`src/rtl/scale_factor_adapt.sv`:
```
// ADPCM quantizer scale-factor adaptation: FILTD/LIMB/FILTE update of YU/YL, then serial MIX to Y.
// Optional `define SFA_LIMFLAG_EN adds the lim_hit pulse output.
module scale_factor_adapt #(
    parameter int MUL_BITS = 7
) (
    input  logic                clk,
    input  logic                reset,
    input  logic [11:0]         wi,
    input  logic [MUL_BITS-1:0] al,
    input  logic                wi_valid,
    output logic                wi_ready,
    output logic [12:0]         y,
    output logic                y_valid,
    output logic [12:0]         yu,
    output logic [18:0]         yl
`ifdef SFA_LIMFLAG_EN
    ,
    output logic                lim_hit
`endif
);

    localparam int ACC_W = 13 + MUL_BITS;
    localparam int CNT_W = (MUL_BITS > 1) ? $clog2(MUL_BITS) : 1;

    typedef enum logic [2:0] {
        S_IDLE,
        S_FILT,
        S_LOAD,
        S_MUL,
        S_DONE
    } state_t;

    state_t              r_state;
    logic [11:0]         r_wi;
    logic [MUL_BITS-1:0] r_al;
    logic [12:0]         r_yu;
    logic [18:0]         r_yl;
    logic [12:0]         r_y;
    logic                r_difs;
    logic [ACC_W-1:0]    r_mcand;
    logic [ACC_W-1:0]    r_acc;
    logic [CNT_W-1:0]    r_cnt;
    logic                r_y_valid;
    logic                r_wi_ready;
`ifdef SFA_LIMFLAG_EN
    logic                r_lim_hit;
`endif

    // LIMB: keep the fast scale factor inside [544, 5120].
    function automatic logic [12:0] f_limb(input logic [12:0] yut);
        if (yut < 13'd544)
            return 13'd544;
        else if (yut >= 13'd5120)
            return 13'd5120;
        else
            return yut;
    endfunction

    logic [11:0] w_dif_hi;
    logic [12:0] w_difsx;
    logic [12:0] w_yut;
    logic [12:0] w_yup;
    logic [13:0] w_yl_inv;
    logic [13:0] w_fe_d;
    logic [18:0] w_ylp;
    logic [13:0] w_mix_d;
    logic [12:0] w_difm;
    logic [12:0] w_prodm;
    logic [12:0] w_prod;
    logic [12:0] w_ynew;

    // x>>5 of (32*wi - y) and (2^20 - yl)>>6 are formed directly as differences of ceilings
    assign w_dif_hi = r_wi - {4'd0, r_y[12:5]} - {11'd0, |r_y[4:0]};
    assign w_difsx  = {w_dif_hi[11], w_dif_hi};
    assign w_yut    = r_y + w_difsx;
    assign w_yup    = f_limb(w_yut);
    assign w_yl_inv = 14'd0 - {1'b0, r_yl[18:6]} - {13'd0, |r_yl[5:0]};
    assign w_fe_d   = {1'b0, w_yup} + w_yl_inv;
    assign w_ylp    = r_yl + {{5{w_fe_d[13]}}, w_fe_d};

    assign w_mix_d  = {1'b0, r_yu} - {1'b0, r_yl[18:6]};
    assign w_difm   = w_mix_d[13] ? (13'd0 - w_mix_d[12:0]) : w_mix_d[12:0];

    assign w_prodm  = 13'(r_acc >> 6);
    assign w_prod   = r_difs ? (13'd0 - w_prodm) : w_prodm;
    assign w_ynew   = r_yl[18:6] + w_prod;

    always_ff @(posedge clk) begin
        if (!reset) begin
            r_state    <= S_IDLE;
            r_wi       <= '0;
            r_al       <= '0;
            r_yu       <= 13'd544;
            r_yl       <= 19'd34816;
            r_y        <= 13'd544;
            r_difs     <= 1'b0;
            r_mcand    <= '0;
            r_acc      <= '0;
            r_cnt      <= '0;
            r_y_valid  <= 1'b1;
            r_wi_ready <= 1'b1;
`ifdef SFA_LIMFLAG_EN
            r_lim_hit  <= 1'b0;
`endif
        end else begin
`ifdef SFA_LIMFLAG_EN
            r_lim_hit <= 1'b0;
`endif
            case (r_state)
                S_IDLE: begin
                    if (wi_valid) begin
                        r_wi       <= wi;
                        r_al       <= al;
                        r_wi_ready <= 1'b0;
                        r_y_valid  <= 1'b0;
                        r_state    <= S_FILT;
                    end
                end
                S_FILT: begin
                    r_yu    <= w_yup;
                    r_yl    <= w_ylp;
`ifdef SFA_LIMFLAG_EN
                    r_lim_hit <= (w_yup != w_yut);
`endif
                    r_state <= S_LOAD;
                end
                S_LOAD: begin
                    r_difs  <= w_mix_d[13];
                    r_mcand <= ACC_W'(w_difm);
                    r_acc   <= '0;
                    r_cnt   <= '0;
                    r_state <= S_MUL;
                end
                // one AL bit per cycle, LSB first; multiplicand shifts up alongside
                S_MUL: begin
                    if (r_al[0])
                        r_acc <= r_acc + r_mcand;
                    r_mcand <= r_mcand << 1;
                    r_al    <= r_al >> 1;
                    if (r_cnt == CNT_W'(MUL_BITS - 1))
                        r_state <= S_DONE;
                    else
                        r_cnt <= r_cnt + 1'b1;
                end
                S_DONE: begin
                    r_y        <= w_ynew;
                    r_y_valid  <= 1'b1;
                    r_wi_ready <= 1'b1;
                    r_state    <= S_IDLE;
                end
                default: r_state <= S_IDLE;
            endcase
        end
    end

    assign wi_ready = r_wi_ready;
    assign y        = r_y;
    assign y_valid  = r_y_valid;
    assign yu       = r_yu;
    assign yl       = r_yl;
`ifdef SFA_LIMFLAG_EN
    assign lim_hit  = r_lim_hit;
`endif

endmodule
```
`config.mk`:
```
export PLATFORM = sky130hd
export DESIGN_NAME = scale_factor_adapt
export DESIGN_NICKNAME = d
export VERILOG_FILES = /design/src/rtl/scale_factor_adapt.sv
export SDC_FILE = /design/constraint.sdc
export NUM_CORES = 1
export LEC_CHECK = 0
export CAP_MARGIN = 30
export CORE_MARGIN = 2
export CORE_UTILIZATION = 40
export CTS_BUF_LIST = sky130_fd_sc_hd__clkbuf_4
export DETAILED_ROUTE_END_ITERATION = 12
export RECOVER_POWER = 100
export SLEW_MARGIN = 20
export SYNTH_ARGS = -nofsm -noshare
export SYNTH_HDL_FRONTEND = slang
export SYNTH_SLANG_ARGS = --single-unit
```
`constraint.sdc`:
```
create_clock -name clk -period 13.6 [get_ports clk]
set_input_delay 3.4 -clock clk [delete_from_list [all_inputs] [get_ports clk]]
set_output_delay 3.4 -clock clk [all_outputs]
set_load 0.01 [all_outputs]
```
==> results by group, run 1 <==
Worst setup path
  – Startpoint Class: flip-flop
  – Crit path max fanout: 8
  – R2R depth: 45
  – Crit. End Element: flip-flop
  – Critical path startpoint: y[1]
  – Crit path buffers/inverters: 2
  – Max stage delay on crit path: 0.68 ns
  – Worst path top cell family by delay: compound AO/OA/AOI/OAI gates
  – Slowest stage cell, crit path: a2111oi_0
  – Worst EP required: 14.04 ns
  – FF-to-FF End: yl[18]
  – Setup Crit Path Kind: flip-flop to flip-flop
  – Reg2reg setup slack: 4.27 ns
  – Arrival time at the worst endpoint: 9.77 ns
  – Reg2reg start: y[1]

Outcome
  – Failing checks: max-capacitance violations, max-slew violations
  – Status: complete, but fails checks

Placement
  – Detail Placement HPWL: 17600 um
  – DP Area: 0.0102 mm^2
  – Port buffer count: 68
  – DP Worst Slack: 4.61 ns
  – Final weighted congestion in routability-driven placement: 0.893

Clocking
  – Max clock buf depth: 2
  – Post-CTS setup repair buffer count: 0
  – Clk Latency, worst-skew pair: 0.52 ns
  – Sink Count: 110
  – H-tree depth: 3
  – CTS buffer count: 9
  – Clock tree from TritonCTS: done
  – Clk root buf: clkbuf_4
  – Hold-fix buffers at CTS: 0
  – Reg clk slew, reported paths: 0.20 ns
  – Post-CTS Resized: 0

Detailed routing
  – Initial DRC count: 510
  – DRC violations left: 0
  – Iteration count of the initial detailed-routing pass: 5
  – Met1 wire length: 11200 um
  – Routed WL: 23100 um
  – Final ANT Viol Nets: 0
  – Top Metal Used: met4
  – Vias/cell: 5.27
  – Metal3 WL: 1110 um
  – Wirelength per Cell: 15.4 um
  – Via count: 7877
  – Met2 WL: 10300 um

Logic synthesis
  – Ys flop type: dfxtp_1
  – Post-synthesis sequential area ratio: 23.8%
  – Syn nets: 1306
  – Cells after Synth: 1160
  – Async set-or-reset flop fraction in the synthesized netlist: 0%
  – Synth top area cells: dfxtp_1 (24%), ha_1 (16%), xnor2_1 (6.4%), nand2_1 (5.4%), a21oi_1 (4.2%)
  – Yosys warnings: 0
  – Yosys top cell area share: 23.8%
  – Leading area contributor after synthesis: dfxtp_1
  – Seq cells post-synth: 110
  – Netlist cell types: 75
  – Most frequent cell after synthesis: nand2_1
  – Top cells by count, synth: nand2_1 (134), ha_1 (115), dfxtp_1 (110)
  – Syn Area/Cell: 7.97 um^2
  – Number of synthesized flops with an enable pin: 0
  – Syn Std Cell Area: 0.00925 mm^2

Global route
  – GR Util All Layers: 19.4%
  – Initial antenna violation count: 1
  – Maximum number of pins on one net before global-route repair: 72
  – Gr ovfl total: 0
  – Global-route wire length before repair: 38000 um
  – Vias in the first global route: 7426

Floorplan
  – Core area: 0.0226 mm^2
  – Starting density of the core: 40.8%
  – Row cnt: 55
  – Die Footprint: 0.0244 mm^2
  – Die Wd: 156 um
  – Die height: 156 um
  – IO Pins: 69

STA
  – Minimum clock period: 9.33 ns
  – Hold Violations, Final: 0
  – Worst hold slack: 0.484 ns
  – Final setup viols: 0
  – Max-slew violation count: 119
  – Clk_skew: 0.0300 ns
  – Tightest Pin Transition: 2.83 ns
  – Achievable Freq: 0.107 GHz
  – Final setup TNS: 0 ns
  – Setup WS post-layout: 4.27 ns
  – RSZ-0062 raised after global routing: false
  – Slew HR: -88.9%
  – Crit share post-route: 68.6%

Hold path
  – Hold EP: r_wi[6]
  – Hold Startpoint: r_wi[6]
  – Hold Crit Class: flip-flop to flip-flop
  – Hold-critical path depth: 2

Final layout
  – Fillers: 2210
  – Multi-input logic area: 0.00649 mm^2
  – NumNets Final: 1349
  – Share of cells above drive strength 1: 3.81%
  – Final Cell Area: 0.0103 mm^2
  – Layout Area Growth over Synthesis: 11.6%
  – Reg area: 0.00220 mm^2

Pwr
  – LEAKAGE: 0.00460 uW
  – Power, Total: 2440 uW
  – Pwr Density: 236 mW/mm^2
  – Max VDD drop: 0.150 mV

Job
  – Maxcap violations: 2
==> power breakdown <==
group / internal (uW) / switching [uW]
registers: 363 / 56.5
logic: 817 / 1020
clock network: 45.2 / 131
total: 1230 / 1210
==> routing by layer <==
layer | up-vias | GRT usage, %
li1 | 4123 | -
met1 | 3588 | 26.8
met2 | 144 | 31.7
met3 | 22 | 2.72
met4 | 0 | 5.64
met5 | - | 0
==> worst register-to-register path: cells and delay by family (launching register included) <==
family / cells / cell delay, ns
adder cells (fa/ha/maj): 6 / 1.87
XOR/XNOR: 3 / 0.80
multiplexers: 2 / 0.36
AO/OA/AOI/OAI: 17 / 3.46
flip-flops: 1 / 0.41
AND/OR/NAND/NOR: 15 / 2.20
buffers and inverters: 2 / 0.14
==> logic make-up after synthesis <==
logic type | Yosys count | synth area share, %
and+or+nand+nor | 354 | 19.1
AOI/OAI and AO/OA | 324 | 23.4
buffers and inverters | 142 | 5.80
adders and majority gates | 124 | 17.5
DFF | 110 | 23.8
xor gates and xnor gates | 102 | 9.92
muxes | 4 | 0.433
==> through the flow <==
stage                     cells  util (%)
after detailed placement   1475      45.0
after CTS                  1491      45.6
after global placement     1474      44.9
final                      1495      45.6
after global routing       1495      45.6
after floorplan            1160         -
==> registers in the layout, summed over array words and instances, names as in the netlist, 3 cells and up <==
signal	cells
r_acc	19
r_mcand	19
yl	19
y	13
yu	13
r_wi	12
r_al	7
r_cnt	3
r_state	3
==> how the worst max path moves through the flow <==
stage	end	slack, ns	depth (start not counted)
floorplan	yl[18]	5.28	46
global placement	yl[18]	4.83	45
detailed placement	yl[18]	4.61	45
CTS	yl[18]	4.52	45
global route	yl[18]	3.32	45
finish	yl[18]	4.27	45
==> layout make-up <==
class                   count  area share (%)
multi-input cells         908            62.9
flip-flops and latches    110            21.3
repair buffers             77            7.39
inverters                  97            3.53
well taps                 285            3.45
clock buffers              10           0.727
clock inverters             6           0.654
diodes                      2          0.0485
==> placed cells by master (no fill, tap or decap), types with 30 or more instances in the layout <==
| master | instances |
|---|---|
| and2_1 | 36 |
| a21oi_1 | 78 |
| nor2_1 | 45 |
| ha_1 | 115 |
| a21boi_0 | 33 |
| dfxtp_1 | 110 |
| nand2_1 | 134 |
| inv_1 | 97 |
| nand3_1 | 30 |
| o21ai_0 | 71 |
| xnor2_1 | 68 |
| dlygate4sd3_1 | 47 |
| xor2_1 | 32 |
(Power assumes the default switching activity.)
==> inputs of run 2 (changes only) <==
==> constraint.sdc (replaced) <==
create_clock -name clk -period 7.8 [get_ports clk]
set_input_delay 1.95 -clock clk [delete_from_list [all_inputs] [get_ports clk]]
set_output_delay 1.95 -clock clk [all_outputs]
set_load 0.01 [all_outputs]
==> results by group, run 2 (same netlist as run 1, synthesis figures left out) <==
Floorplan
  – Starting density of the core: 40.8% (unchanged)
  – IO Pins: 69 (unchanged)
  – Core area: 0.0226 mm^2 (unchanged)
  – Row cnt: 55 (unchanged)
  – Die height: 156 um (unchanged)
  – Die Footprint: 0.0244 mm^2 (unchanged)
  – Die Wd: 156 um (unchanged)

Pwr
  – Max VDD drop: 0.315 mV (was 0.150 mV)
  – Pwr Density: 454 mW/mm^2 (was 236 mW/mm^2)
  – LEAKAGE: 0.00495 uW (was 0.00460 uW)

Global route
  – Initial antenna violation count: 1 (unchanged)
  – GR Util All Layers: 20.1% (was 19.4%)
  – Global-route wire length before repair: 39300 um (was 38000 um)
  – Vias in the first global route: 7781 (was 7426)
  – Gr ovfl total: 0 (unchanged)
  – Maximum number of pins on one net before global-route repair: 70 (was 72)

Worst setup path
  – Worst EP required: 8.24 ns (was 14.04 ns)
  – Crit. End Element: flip-flop (unchanged)
  – Arrival time at the worst endpoint: 8.11 ns (was 9.77 ns)
  – Crit path max fanout: 5 (was 8)
  – Worst path most repeated cell: a21oi_2
  – Max stage delay on crit path: 0.38 ns (was 0.68 ns)
  – Setup Crit Path Kind: flip-flop to flip-flop (unchanged)
  – Startpoint Class: flip-flop (unchanged)
  – Reg2reg start: y[0] (was y[1])
  – Slowest stage cell, crit path: fa_1 (was a2111oi_0)
  – R2R depth: 46 (was 45)
  – Reg2reg setup slack: 0.13 ns (was 4.27 ns)
  – FF-to-FF End: yl[16] (was yl[18])

Final layout
  – NumNets Final: 1410 (was 1349)
  – Most frequent cells in the layout: nand2_1 (133), ha_1 (110), dfxtp_1 (105) (was nand2_1 (134), ha_1 (115), dfxtp_1 (110))
  – Share of cells above drive strength 1: 11.8% (was 3.81%)
  – Commonest non-fill, non-tap cell in the layout: nand2_1 (unchanged)
  – Layout Area Growth over Synthesis: 19.4% (was 11.6%)
  – Final Cell Area: 0.0110 mm^2 (was 0.0103 mm^2)
  – Post-Layout Cell Count: 1556 (was 1495)

Detailed routing
  – Iteration count of the initial detailed-routing pass: 4 (was 5)
  – DRC violations left: 0 (unchanged)
  – Initial DRC count: 459 (was 510)
  – Final ANT Viol Nets: 0 (unchanged)
  – Routed WL: 24000 um (was 23100 um)
  – Wirelength per Cell: 15.4 um (about the same)
  – Via count: 8122 (was 7877)
  – Vias/cell: 5.22 (was 5.27)

Clocking
  – H-tree depth: 3 (unchanged)
  – Clock tree from TritonCTS: done (unchanged)
  – Reg clk slew, reported paths: 0.18 ns (was 0.20 ns)
  – Clk Latency, worst-skew pair: 0.52 ns (about the same)
  – Sink Count: 110 (unchanged)
  – Hold-fix buffers at CTS: 0 (unchanged)
  – Clk root buf: clkbuf_4 (unchanged)
  – CTS buffer count: 9 (unchanged)
  – Max clock buf depth: 2 (unchanged)

STA
  – RSZ-0062 raised after global routing: true (was false)
  – Crit share post-route: 98.3% (was 68.6%)
  – Worst hold slack: 0.478 ns (was 0.484 ns)
  – Max-slew violation count: 49 (was 119)
  – Final setup viols: 0 (unchanged)
  – Hold Violations, Final: 0 (unchanged)
  – Minimum clock period: 7.67 ns (was 9.33 ns)
  – Achievable Freq: 0.130 GHz (was 0.107 GHz)
  – Tightest Pin Transition: 1.74 ns (was 2.83 ns)
  – Clk_skew: 0.0178 ns (was 0.0300 ns)
  – Slew HR: -15.8% (was -88.9%)

Outcome
  – Status: complete, but fails checks (unchanged)
  – Failing checks: max-capacitance violations, max-slew violations (unchanged)

Placement
  – Dpl cells: 1524 (was 1475)
  – Detail Placement HPWL: 18200 um (was 17600 um)
  – DP Area: 0.0106 mm^2 (was 0.0102 mm^2)
  – Port buffer count: 68 (unchanged)
  – Final weighted congestion in routability-driven placement: 0.902 (was 0.893)

Hold path
  – Hold Crit Class: flip-flop to flip-flop (unchanged)
  – Hold-critical path depth: 2 (unchanged)
  – Hold EP: r_wi[7] (was r_wi[6])
  – Hold Startpoint: r_wi[7] (was r_wi[6])

Job
  – Maxcap violations: 1 (was 2)
## run 2: per-stage QoR
stage               utilization (%)  setup slack (ns)  TNS [ns]  power (uW)
floorplan                         -            0.0235         0        3330
global placement               46.7            0.0196         0        4280
detailed placement             46.8           -0.0872    -0.106        4290
CTS                            47.8           -0.0104   -0.0104        4750
global route                   48.8            -0.399     -1.32        5500
finish                         48.8             0.131         0        5010
## run 2: worst max-delay path, delay by kind of cell, from the launching register on
kind	cells	cell delay, ns
flip-flops	1	0.36
adder cells (fa/ha/maj)	6	1.71
AND/OR/NAND/NOR	15	2.09
AO/OA/AOI/OAI	17	2.33
XOR/XNOR	4	0.75
buffers and inverters	4	0.37
## run 2: where the power goes
part           total, uW  switching, uW  internal, uW
clock network        358            221           137
registers            734            101           633
logic               3920           2010          1920
## run 2: per-layer routing
layer | up-vias | routed length [um] | GRT usage, %
met4 | 0 | 248 | 3.98
met3 | 18 | 758 | 2.64
met2 | 105 | 10800 | 33.0
li1 | 4239 | - | -
met5 | - | 0 | 0
met1 | 3760 | 12200 | 28.3
## run 2: cell type report
type	count	area [um^2]
tap	285	357
timing repair buffer	138	1220
fill	2228	11600
clock buffer	9	67.6
antenna	2	5.00
sequential	110	2210
multi-input combinational	908	6700
clock inverter	7	114
inverter	97	364
## run 2: repair_timing
| action | in CTS | in global routing |
|---|---|---|
| buffers inserted | 2 | 11 |
| resized for setup | 7 | 30 |
| pin swaps | 10 | 25 |
| setup endpoints to repair | 2 | 10 |
## run 2: worst max-delay path by stage
stage	startpoint	to	slack, ns	cells past startpoint
4_1_cts	y[1]	yl[18]	-0.01	45
3_5_place_dp	r_wi[4]	yl[18]	-0.09	43
2_1_floorplan	y[1]	yl[18]	0.02	46
3_3_place_gp	y[1]	yl[18]	0.02	45
6_report	y[0]	yl[16]	0.13	46
5_1_grt	y[0]	yl[18]	-0.40	44
==> inputs of run 3 (changes only) <==
--- a/config.mk
+++ b/config.mk
@@ -9,6 +9,7 @@
 export CORE_MARGIN = 2
 export CORE_UTILIZATION = 40
 export CTS_BUF_LIST = sky130_fd_sc_hd__clkbuf_4
+export CTS_CLUSTER_SIZE = 25
 export DETAILED_ROUTE_END_ITERATION = 12
 export RECOVER_POWER = 100
 export SLEW_MARGIN = 20
==> results of run 3 <==
Same layout as run 2: the final DEF is identical, and so are final timing and power.
